### config.mk
export PLATFORM = sky130hd
export DESIGN_NAME = lcd_hd44780_init_writer
export DESIGN_NICKNAME = d
export VERILOG_FILES = /design/src/rtl/lcd_pkg.sv /design/src/rtl/lcd_delay_timer.sv /design/src/rtl/lcd_hd44780_init_writer.sv
export SDC_FILE = /design/constraint.sdc
export NUM_CORES = 1
export LEC_CHECK = 0
export ABC_AREA = 1
export CORE_ASPECT_RATIO = 0.8
export CORE_MARGIN = 2
export CORE_UTILIZATION = 40
export CTS_BUF_LIST = sky130_fd_sc_hd__clkbuf_4 sky130_fd_sc_hd__clkbuf_8 sky130_fd_sc_hd__clkbuf_16
export DETAILED_ROUTE_END_ITERATION = 6
export PLACE_DENSITY_LB_ADDON = 0.12
export SKIP_CTS_REPAIR_TIMING = 1
export SLEW_MARGIN = 15
export SYNTH_ARGS = -nofsm -noshare
export SYNTH_HDL_FRONTEND = slang
export SYNTH_SLANG_ARGS = --single-unit
### constraint.sdc
create_clock -name clk -period 2.91 [get_ports clk]
set_clock_uncertainty 0.1 [all_clocks]
set_input_delay 0.291 -clock clk [delete_from_list [all_inputs] [get_ports clk]]
set_output_delay 0.291 -clock clk [all_outputs]
set_load 0.005 [all_outputs]
### src/rtl/lcd_pkg.sv
// Shared constants, FSM state type and delay helper for the HD44780 4-bit init/message writer.
package lcd_pkg;

  localparam logic [7:0] FUNC_8B    = 8'h30;
  localparam logic [7:0] FUNC_4B    = 8'h20;
  localparam logic [7:0] FUNC_4B_2L = 8'h28;
  localparam logic [7:0] DISP_OFF   = 8'h08;
  localparam logic [7:0] CLEAR      = 8'h01;
  localparam logic [7:0] ENTRY_INC  = 8'h06;
  localparam logic [7:0] DISP_ON    = 8'h0C;

  localparam int unsigned NUM_CMD   = 9;
  localparam int unsigned MSG_LEN   = 10;
  localparam int unsigned NUM_BYTES = NUM_CMD + MSG_LEN;

  localparam int unsigned TMR_W = 20;

  typedef enum logic [2:0] {
    StPwrup,
    StLoad,
    StEnHi1,
    StGap1,
    StLoad2,
    StEnHi2,
    StWait,
    StDone
  } lcd_state_e;

  // Down-counter load value for a wait of `us` microseconds.
  function automatic logic [TMR_W-1:0] us_to_load(input int unsigned us,
                                                  input int unsigned clk_hz);
    return TMR_W'(us * (clk_hz / 1_000_000) - 1);
  endfunction

endpackage

### src/rtl/lcd_delay_timer.sv
// Loadable down-counter; done while the count sits at zero.
module lcd_delay_timer #(
  parameter int unsigned     Width  = 20,
  parameter logic [Width-1:0] RstVal = '0
) (
  input  logic             clk_i,
  input  logic             rst_i,
  input  logic             load_i,
  input  logic [Width-1:0] load_val_i,
  output logic             done_o
);

  logic [Width-1:0] count_q, count_d;

  always_comb begin
    count_d = count_q;
    if (load_i) begin
      count_d = load_val_i;
    end else if (count_q != '0) begin
      count_d = count_q - Width'(1);
    end
  end

  always_ff @(posedge clk_i or posedge rst_i) begin
    if (rst_i) begin
      count_q <= RstVal;
    end else begin
      count_q <= count_d;
    end
  end

  assign done_o = (count_q == '0);

endmodule

### src/rtl/lcd_hd44780_init_writer.sv
// HD44780 4-bit mode driver: power-up wait, init/config commands, then the fixed message, then idle.
module lcd_hd44780_init_writer
  import lcd_pkg::*;
#(
  parameter int unsigned CLK_HZ     = 50_000_000,
  parameter int unsigned T_PWRUP_US = 15000,
  parameter int unsigned T_CMD_US   = 50,
  parameter int unsigned T_INIT1_US = 5000,
  parameter int unsigned T_INIT2_US = 200,
  parameter int unsigned T_CLR_US   = 2000,
  parameter int unsigned T_NIB_US   = 1,
  parameter int unsigned EN_CYC     = 12
) (
  input  logic       clk,
  input  logic       rst_n,  // active-high asynchronous reset despite the name
  input  logic       ena,
  input  logic [7:0] ui_in,
  input  logic [7:0] uio_in,
  output logic [7:0] uo_out,
  output logic [7:0] uio_out,
  output logic [7:0] uio_oe
);

  localparam logic [TMR_W-1:0] LdPwrup = us_to_load(T_PWRUP_US, CLK_HZ);
  localparam logic [TMR_W-1:0] LdCmd   = us_to_load(T_CMD_US, CLK_HZ);
  localparam logic [TMR_W-1:0] LdInit1 = us_to_load(T_INIT1_US, CLK_HZ);
  localparam logic [TMR_W-1:0] LdInit2 = us_to_load(T_INIT2_US, CLK_HZ);
  localparam logic [TMR_W-1:0] LdClr   = us_to_load(T_CLR_US, CLK_HZ);
  localparam logic [TMR_W-1:0] LdNib   = us_to_load(T_NIB_US, CLK_HZ);
  localparam logic [TMR_W-1:0] LdSetup = TMR_W'(1);
  localparam logic [TMR_W-1:0] LdEn    = TMR_W'(EN_CYC - 1);
  localparam logic [4:0]       LastIdx = 5'(NUM_BYTES - 1);
  localparam logic [4:0]       FirstData = 5'(NUM_CMD);

  lcd_state_e       state_q, state_d;
  logic [4:0]       idx_q, idx_d;
  logic [7:0]       cur_byte;
  logic [TMR_W-1:0] gap_ld, tmr_val;
  logic             tmr_load, tmr_done;
  logic             en, rs;
  logic             unused_inputs;

  assign unused_inputs = ^{ena, ui_in, uio_in};

  lcd_delay_timer #(
    .Width  (TMR_W),
    .RstVal (LdPwrup)
  ) u_timer (
    .clk_i      (clk),
    .rst_i      (rst_n),
    .load_i     (tmr_load),
    .load_val_i (tmr_val),
    .done_o     (tmr_done)
  );

  always_comb begin
    case (idx_q)
      5'd0, 5'd1, 5'd2: cur_byte = FUNC_8B;
      5'd3:             cur_byte = FUNC_4B;
      5'd4:             cur_byte = FUNC_4B_2L;
      5'd5:             cur_byte = DISP_OFF;
      5'd6:             cur_byte = CLEAR;
      5'd7:             cur_byte = ENTRY_INC;
      5'd8:             cur_byte = DISP_ON;
      5'd9:             cur_byte = "T";
      5'd10:            cur_byte = "H";
      5'd11:            cur_byte = "E";
      5'd12:            cur_byte = " ";
      5'd13:            cur_byte = "G";
      5'd14:            cur_byte = "A";
      5'd15:            cur_byte = "M";
      5'd16:            cur_byte = "E";
      default:          cur_byte = " ";
    endcase
  end

  // Post-byte gap: the first two 0x30s and CLEAR need longer settling than ordinary commands.
  always_comb begin
    case (idx_q)
      5'd0:    gap_ld = LdInit1;
      5'd1:    gap_ld = LdInit2;
      5'd6:    gap_ld = LdClr;
      default: gap_ld = LdCmd;
    endcase
  end

  always_comb begin
    state_d  = state_q;
    idx_d    = idx_q;
    tmr_load = 1'b0;
    tmr_val  = LdSetup;
    case (state_q)
      StPwrup: if (tmr_done) begin
        state_d  = StLoad;
        tmr_load = 1'b1;
        tmr_val  = LdSetup;
      end
      StLoad: if (tmr_done) begin
        state_d  = StEnHi1;
        tmr_load = 1'b1;
        tmr_val  = LdEn;
      end
      StEnHi1: if (tmr_done) begin
        state_d  = StGap1;
        tmr_load = 1'b1;
        tmr_val  = LdNib;
      end
      StGap1: if (tmr_done) begin
        state_d  = StLoad2;
        tmr_load = 1'b1;
        tmr_val  = LdSetup;
      end
      StLoad2: if (tmr_done) begin
        state_d  = StEnHi2;
        tmr_load = 1'b1;
        tmr_val  = LdEn;
      end
      StEnHi2: if (tmr_done) begin
        state_d  = StWait;
        tmr_load = 1'b1;
        tmr_val  = gap_ld;
      end
      StWait: if (tmr_done) begin
        if (idx_q == LastIdx) begin
          state_d = StDone;
        end else begin
          idx_d    = idx_q + 5'd1;
          state_d  = StLoad;
          tmr_load = 1'b1;
          tmr_val  = LdSetup;
        end
      end
      StDone:  state_d = StDone;
      default: state_d = StPwrup;
    endcase
  end

  always_ff @(posedge clk or posedge rst_n) begin
    if (rst_n) begin
      state_q <= StPwrup;
      idx_q   <= '0;
    end else begin
      state_q <= state_d;
      idx_q   <= idx_d;
    end
  end

  // Bus and RS are pure decodes of state/index, so they only move on state changes away from EN edges.
  always_comb begin
    en     = (state_q == StEnHi1) || (state_q == StEnHi2);
    rs     = (state_q != StPwrup) && (idx_q >= FirstData);
    uo_out = '0;
    case (state_q)
      StPwrup:                 uo_out = '0;
      StLoad, StEnHi1, StGap1: uo_out = {cur_byte[7:4], cur_byte[7:4]};
      default:                 uo_out = cur_byte;
    endcase
  end

  assign uio_out = {5'b0, en, 1'b0, rs};
  assign uio_oe  = {7'b0, en};

endmodule

After elaboration in Yosys (flattened, before gate mapping)
Memories as Yosys holds them, arrays and structs flattened.
Cells that the tools add are included.
Operators by class
  reduce and logical (&&, ||, !) cells: 13
  equal/unequal tests: 17
  bitwise operators: 1
  $add $sub $neg: 2
  $lt $le $gt $ge: 1
  mux-type cells: 21
Operators by type and width (count)
  $mux 20: 3
  $pmux 20 s3: 1
  $pmux 18 s3: 1
  $mux 3: 8
  $pmux 3 s8: 1
  $logic_not 20->1: 1
  $reduce_bool 20->1: 1
  $sub 20x1->20 const B: 1
  $pmux 8 s2: 1
  $ne 2x2->1 const B: 7
  $eq 3x3->1 const B: 4
  $reduce_and 7->1: 1
  $eq 3x2->1 const B: 2
  $mux 6: 1
  $reduce_or 6->1: 1
  $add 5x1->5 const B: 1
  $eq 5x1->1 const B: 1
  $eq 5x3->1 const B: 1
  $eq 5x5->1 const B: 1
  $ge 5x4->1 const B: 1
  $logic_not 5->1: 1
  $mux 4: 1
  $eq 3x1->1 const B: 1
  $logic_not 3->1: 1
  other kinds (10): 12
Word-level totals
  output and inout port bits: 24
  bits of input ports: 19
  word-level logic and storage cells: 59
  memories kept: 1
  bits in read-only memories: 224
  bits in registers: 28
Memory list
  (name not given): words 32, width 7, rd ports 1, clocked after Yosys merged registers in 0, wr ports 0, line lcd_hd44780_init_writer.sv:57  | case (idx_q)

Depth between registers and ports, before layout
Gate-level depths: netlist of run 1.
  depth in word-level cells: 5
  mapped depth: 11
  depth with buffers taken out: 11

Hierarchy
Synthesis of run 1 repeated with hierarchy kept, for this count alone.
Unflattened totals
  cells, all modules: 363
  area total of the unflattened synthesis: 2524.9 µm²
Modules (own cells, without submodules)
  lcd_delay_timer: area an instance 1405.1 µm², cells an instance 183, times used 1, sequential area each 516.7 µm²
  lcd_hd44780_init_writer: area an instance 1119.8 µm², cells an instance 180, times used 1, sequential area each 200.2 µm²

Least setup slack after synthesis of run 1
Ideal clock, no wire load.
  path type: reg2out
  from: register idx_q[0]
  to: output uo_out[3]
  path buffers: 0
  required time: 2519 ps
  data arrival time: 1262 ps
  cell stages (with the launch flop): 7
  slack: 1257 ps
  path through: dfrtp_1 > inv_1 > ha_1 > inv_1 > nand2_1 > nor2_1 > a2111oi_0
On the way
  word-level cells in the longest chain between the ends: 2
RTL lines
  start, declared: line lcd_hd44780_init_writer.sv:36  | logic [4:0] idx_q, idx_d;
  start signal, assigned: line lcd_hd44780_init_writer.sv:144  | idx_q <= idx_d;
  $mem_v2 32x7
  $pmux 8 s2: line lcd_hd44780_init_writer.sv:153  | case (state_q)
  end, declared: line lcd_hd44780_init_writer.sv:19  | output logic [7:0] uo_out,
No other way between the ends.

Final worst setup path of run 1
  from: register state_q[2]
  to: output uo_out[3]
On the way
  word-level cells in the longest chain between the ends: 3
  elaborated cells on any way between the ends: 6
  those cells by class: eq/ne: 3; mux: 1; reduce/logical: 2
RTL lines
  start, declared: line lcd_hd44780_init_writer.sv:35  | lcd_state_e state_q, state_d;
  start signal, assigned: line lcd_hd44780_init_writer.sv:140  | state_q <= StPwrup;
  start signal, assigned: line lcd_hd44780_init_writer.sv:143  | state_q <= state_d;
  $eq 3x2->1 or $eq 3x1->1 (tied branches): line lcd_hd44780_init_writer.sv:153
  $reduce_or 3->1: line lcd_hd44780_init_writer.sv:153
  $pmux 8 s2 *: line lcd_hd44780_init_writer.sv:153
Mark *: on every way between the ends. The rest lies on a longest branch, timed or not.

==> flow_metrics.py, run 1 <==
metrics = {
    "status": {
        "run_status": "completed",
    },
    "pwr": {
        "powerDensity_nw_per_um2": 252,
        "p_leak_nw": 1.33,
        "ir_worst_vdd_uv": 138,
        "power_mw": 0.650,
    },
    "clock_network": {
        "clock_latency_ns": 0.27,
        "clk_pin_slew_ns": 0.10,
        "htree_levels": 1,
        "clockRootBuffer": "clkbuf_8",
        "clock_path_buffers": 2,
        "numCtsBuffers": 3,
        "clock_sinks": 28,
        "cts_tree": "done",
    },
    "global_route": {
        "gr-usage-all-layers_pct": 17.8,
        "grt_pass1_wl_mm": 9.36,
        "gr-total-overflow": 0,
        "first_global_vias": 1916,
        "antenna_found_initial": 0,
        "grt_max_degree": 29,
    },
    "synthesis": {
        "yosysMostFrequentCell": "nand2_1",
        "syn_avg_cell_area_sq_um": 7.00,
        "synth_area_sq_um": 2420,
        "synth_top_area_share_pct": 15.5,
        "synth_area_leaders": "dfrtp_1 (16%), dfstp_2 (14%), nand2_1 (10%), nor2_1 (7.9%), inv_1 (7.1%)",
        "seq_area_frac_synth_pct": 29.6,
        "ys_types": 41,
        "synth_seq_cells": 28,
        "synth_area_leader_cell": "dfrtp_1",
        "synth_edf_count": 0,
        "dominantRegCellSynth": "dfrtp_1",
        "yosys-top-cells-count": "nand2_1 (67), nor2_1 (51), inv_1 (46)",
        "synthCells": 346,
        "yosysWarnings": 0,
        "async_flop_share_pct": 100,
    },
    "routing": {
        "ant_nets": 0,
        "drt-vias-per-instance": 4.86,
        "avgRoutedWirePerCell_um": 12.9,
        "vias": 2109,
        "drt_wl_total_mm": 5.60,
        "drc": 0,
        "dr.pass1.iters": 4,
        "drt_iter0_markers": 142,
    },
    "die": {
        "fp.dieH_um": 73.6,
        "core_area_sq_um": 5880,
        "io_pins": 43,
        "die_w_um": 91.0,
        "num_rows": 25,
        "die-area_sq_um": 6690,
        "start_util_pct": 41.2,
    },
    "worst_setup_path": {
        "critPathKind": "reg -> out",
        "worst-r2r-cell-count": 8,
        "path_max_fanout": 9,
        "startpoint_type": "flip-flop",
        "worst_ep_required_time_ns": 2.52,
        "crit_arrival_ns": 2.26,
        "crit_path_end_kind": "primary output",
    },
    "final_layout": {
        "design_area_sq_um": 2580,
        "area_delta_synth_final_pct": 6.56,
        "drive_above_1_share_pct": 13.9,
        "final_nets": 382,
        "n_antenna_cell": 0,
        "final_cell_count_no_fill": 434,
    },
    "timing": {
        "rsz0062_at_grt": "false",
        "maxSlewViolCount": 0,
        "hold_viol": 0,
        "fmax_mhz": 377,
        "slew-limit-headroom_pct": 57.0,
        "finalSetupTns_ns": 0,
        "finalSetupViolations": 0,
        "fin_crit_sh_pct": 91.3,
        "finalCriticalPeriod_ns": 2.66,
        "worst_pin_slew_ns": 0.645,
    },
    "placement": {
        "placed_area_sq_um": 2520,
        "gp_congestion": 0.841,
        "io_buffers": 11,
        "dpl.hpwl_mm": 4.51,
        "place_inst": 430,
    },
    "flow_run": {
        "drv_cap": 0,
    },
    "min_path": {
        "holdCritPathClass": "in -> async",
    },
}
==> per-stage QoR <==
stage / utilization, % / worst slack, ns / hold WS, ns
detailed placement: 42.9 / 0.559 / 0.414
CTS: 43.9 / 0.252 / 0.277
finish: 43.9 / 0.254 / 0.272
global placement: 42.9 / 0.558 / 0.410
global route: 43.9 / 0.0511 / 0.300
floorplan: - / 1.26 / 0.247
==> kinds of logic (layout without fill, tap and decap cells) <==
| logic type | after synthesis | in the layout | synth area share, % |
|---|---|---|---|
| xor+xnor | 12 | 12 | 4.34 |
| buf+inv | 72 | 66 | 14.5 |
| flops | 28 | 28 | 29.6 |
| compound gates | 46 | 46 | 11.4 |
| fa+ha+maj | 9 | 9 | 4.65 |
| simple gates | 178 | 178 | 35.3 |
| other cells | 1 | 14 | 0.155 |
==> placed cells by master (no fill, tap or decap), types with 2 or more instances in the layout <==
| master | synthesis | routed |
|---|---|---|
| nand2_2 | 6 | 6 |
| o21ai_0 | 13 | 13 |
| nor2_2 | 7 | 7 |
| dfrtp_1 | 15 | 15 |
| conb_1 | 1 | 14 |
| dfstp_2 | 13 | 13 |
| clkbuf_8 | 0 | 4 |
| nor2_1 | 51 | 51 |
| xnor2_1 | 4 | 4 |
| a31oi_1 | 2 | 2 |
| a21oi_1 | 19 | 19 |
| xor2_1 | 8 | 8 |
| nand3_1 | 23 | 23 |
| ha_1 | 9 | 9 |
| nor2_4 | 5 | 5 |
| inv_2 | 4 | 4 |
| clkdlybuf4s50_1 | 0 | 11 |
| nand3b_1 | 2 | 2 |
| nand4_1 | 5 | 5 |
| inv_1 | 46 | 46 |
| nand2_1 | 67 | 67 |
| nor3_1 | 4 | 4 |
| o31ai_1 | 3 | 3 |
==> flip-flops by register name, summed over array words and instances (netlist names) <==
name             count
idx_q                5
u_timer.count_q     20
state_q              3
==> layer usage <==
metal	vias to the layer above	share of wire, %	GRT usage [%]
li1	1085	-	-
met1	957	54	27.8
met2	59	38	25.0
met3	8	6.5	3.49
met4	0	1.3	4.04
met5	-	0	0
==> layout make-up <==
class	instances	area, sq um
Clock buffer	4	55.1
Fill cell	630	3300
Inverter	50	188
Multi-Input combinational cell	259	1400
Sequential cell	28	717
Tap cell	81	101
Timing Repair Buffer	12	118
==> critical path, cell delays in order (launching register included) <==
cell and delay [ns]:
dfrtp_1 0.54, inv_2 0.11, nor2_1 0.25, o21ai_0 0.13, a2111oi_0 0.39, clkdlybuf4s50_1 0.58
==> path summary, 6_finish.rpt <==
path / startpoint / end / slack [ns]
min in group clk: u_timer.count_q[18] / u_timer.count_q[18] / 0.45
hold / removal: rst_n / idx_q[1] / 0.27
hold reg to reg: u_timer.count_q[18] / u_timer.count_q[18] / 0.45
setup reg to reg: u_timer.count_q[0] / u_timer.count_q[6] / 0.79
setup / recovery: state_q[2] / uo_out[3] / 0.25
max in group asynchronous: rst_n / u_timer.count_q[8] / 2.13
==> where the power goes <==
| group | switching, mW | internal, mW |
|---|---|---|
| registers | 0 | 0.390 |
| logic | 0.0120 | 0.00215 |
| clock network | 0.124 | 0.121 |
| total | 0.136 | 0.513 |
(Power assumes the default switching activity.)
==> run 2, diff against run 1 <==
--- a/config.mk
+++ b/config.mk
@@ -13,7 +13,7 @@
 export DETAILED_ROUTE_END_ITERATION = 6
 export PLACE_DENSITY_LB_ADDON = 0.12
 export SKIP_CTS_REPAIR_TIMING = 1
-export SLEW_MARGIN = 15
+export SLEW_MARGIN = 20
 export SYNTH_ARGS = -nofsm -noshare
 export SYNTH_HDL_FRONTEND = slang
 export SYNTH_SLANG_ARGS = --single-unit
==> results of run 2 <==
No change in the layout: final DEF, timing and power equal those of run 1.
==> run 3, diff against run 2 <==
--- a/config.mk
+++ b/config.mk
@@ -11,6 +11,7 @@
 export CORE_UTILIZATION = 40
 export CTS_BUF_LIST = sky130_fd_sc_hd__clkbuf_4 sky130_fd_sc_hd__clkbuf_8 sky130_fd_sc_hd__clkbuf_16
 export DETAILED_ROUTE_END_ITERATION = 6
+export HOLD_SLACK_MARGIN = 0.02
 export PLACE_DENSITY_LB_ADDON = 0.12
 export SKIP_CTS_REPAIR_TIMING = 1
 export SLEW_MARGIN = 20
==> results of run 3 <==
No change in the layout: final DEF, timing and power equal those of run 1.
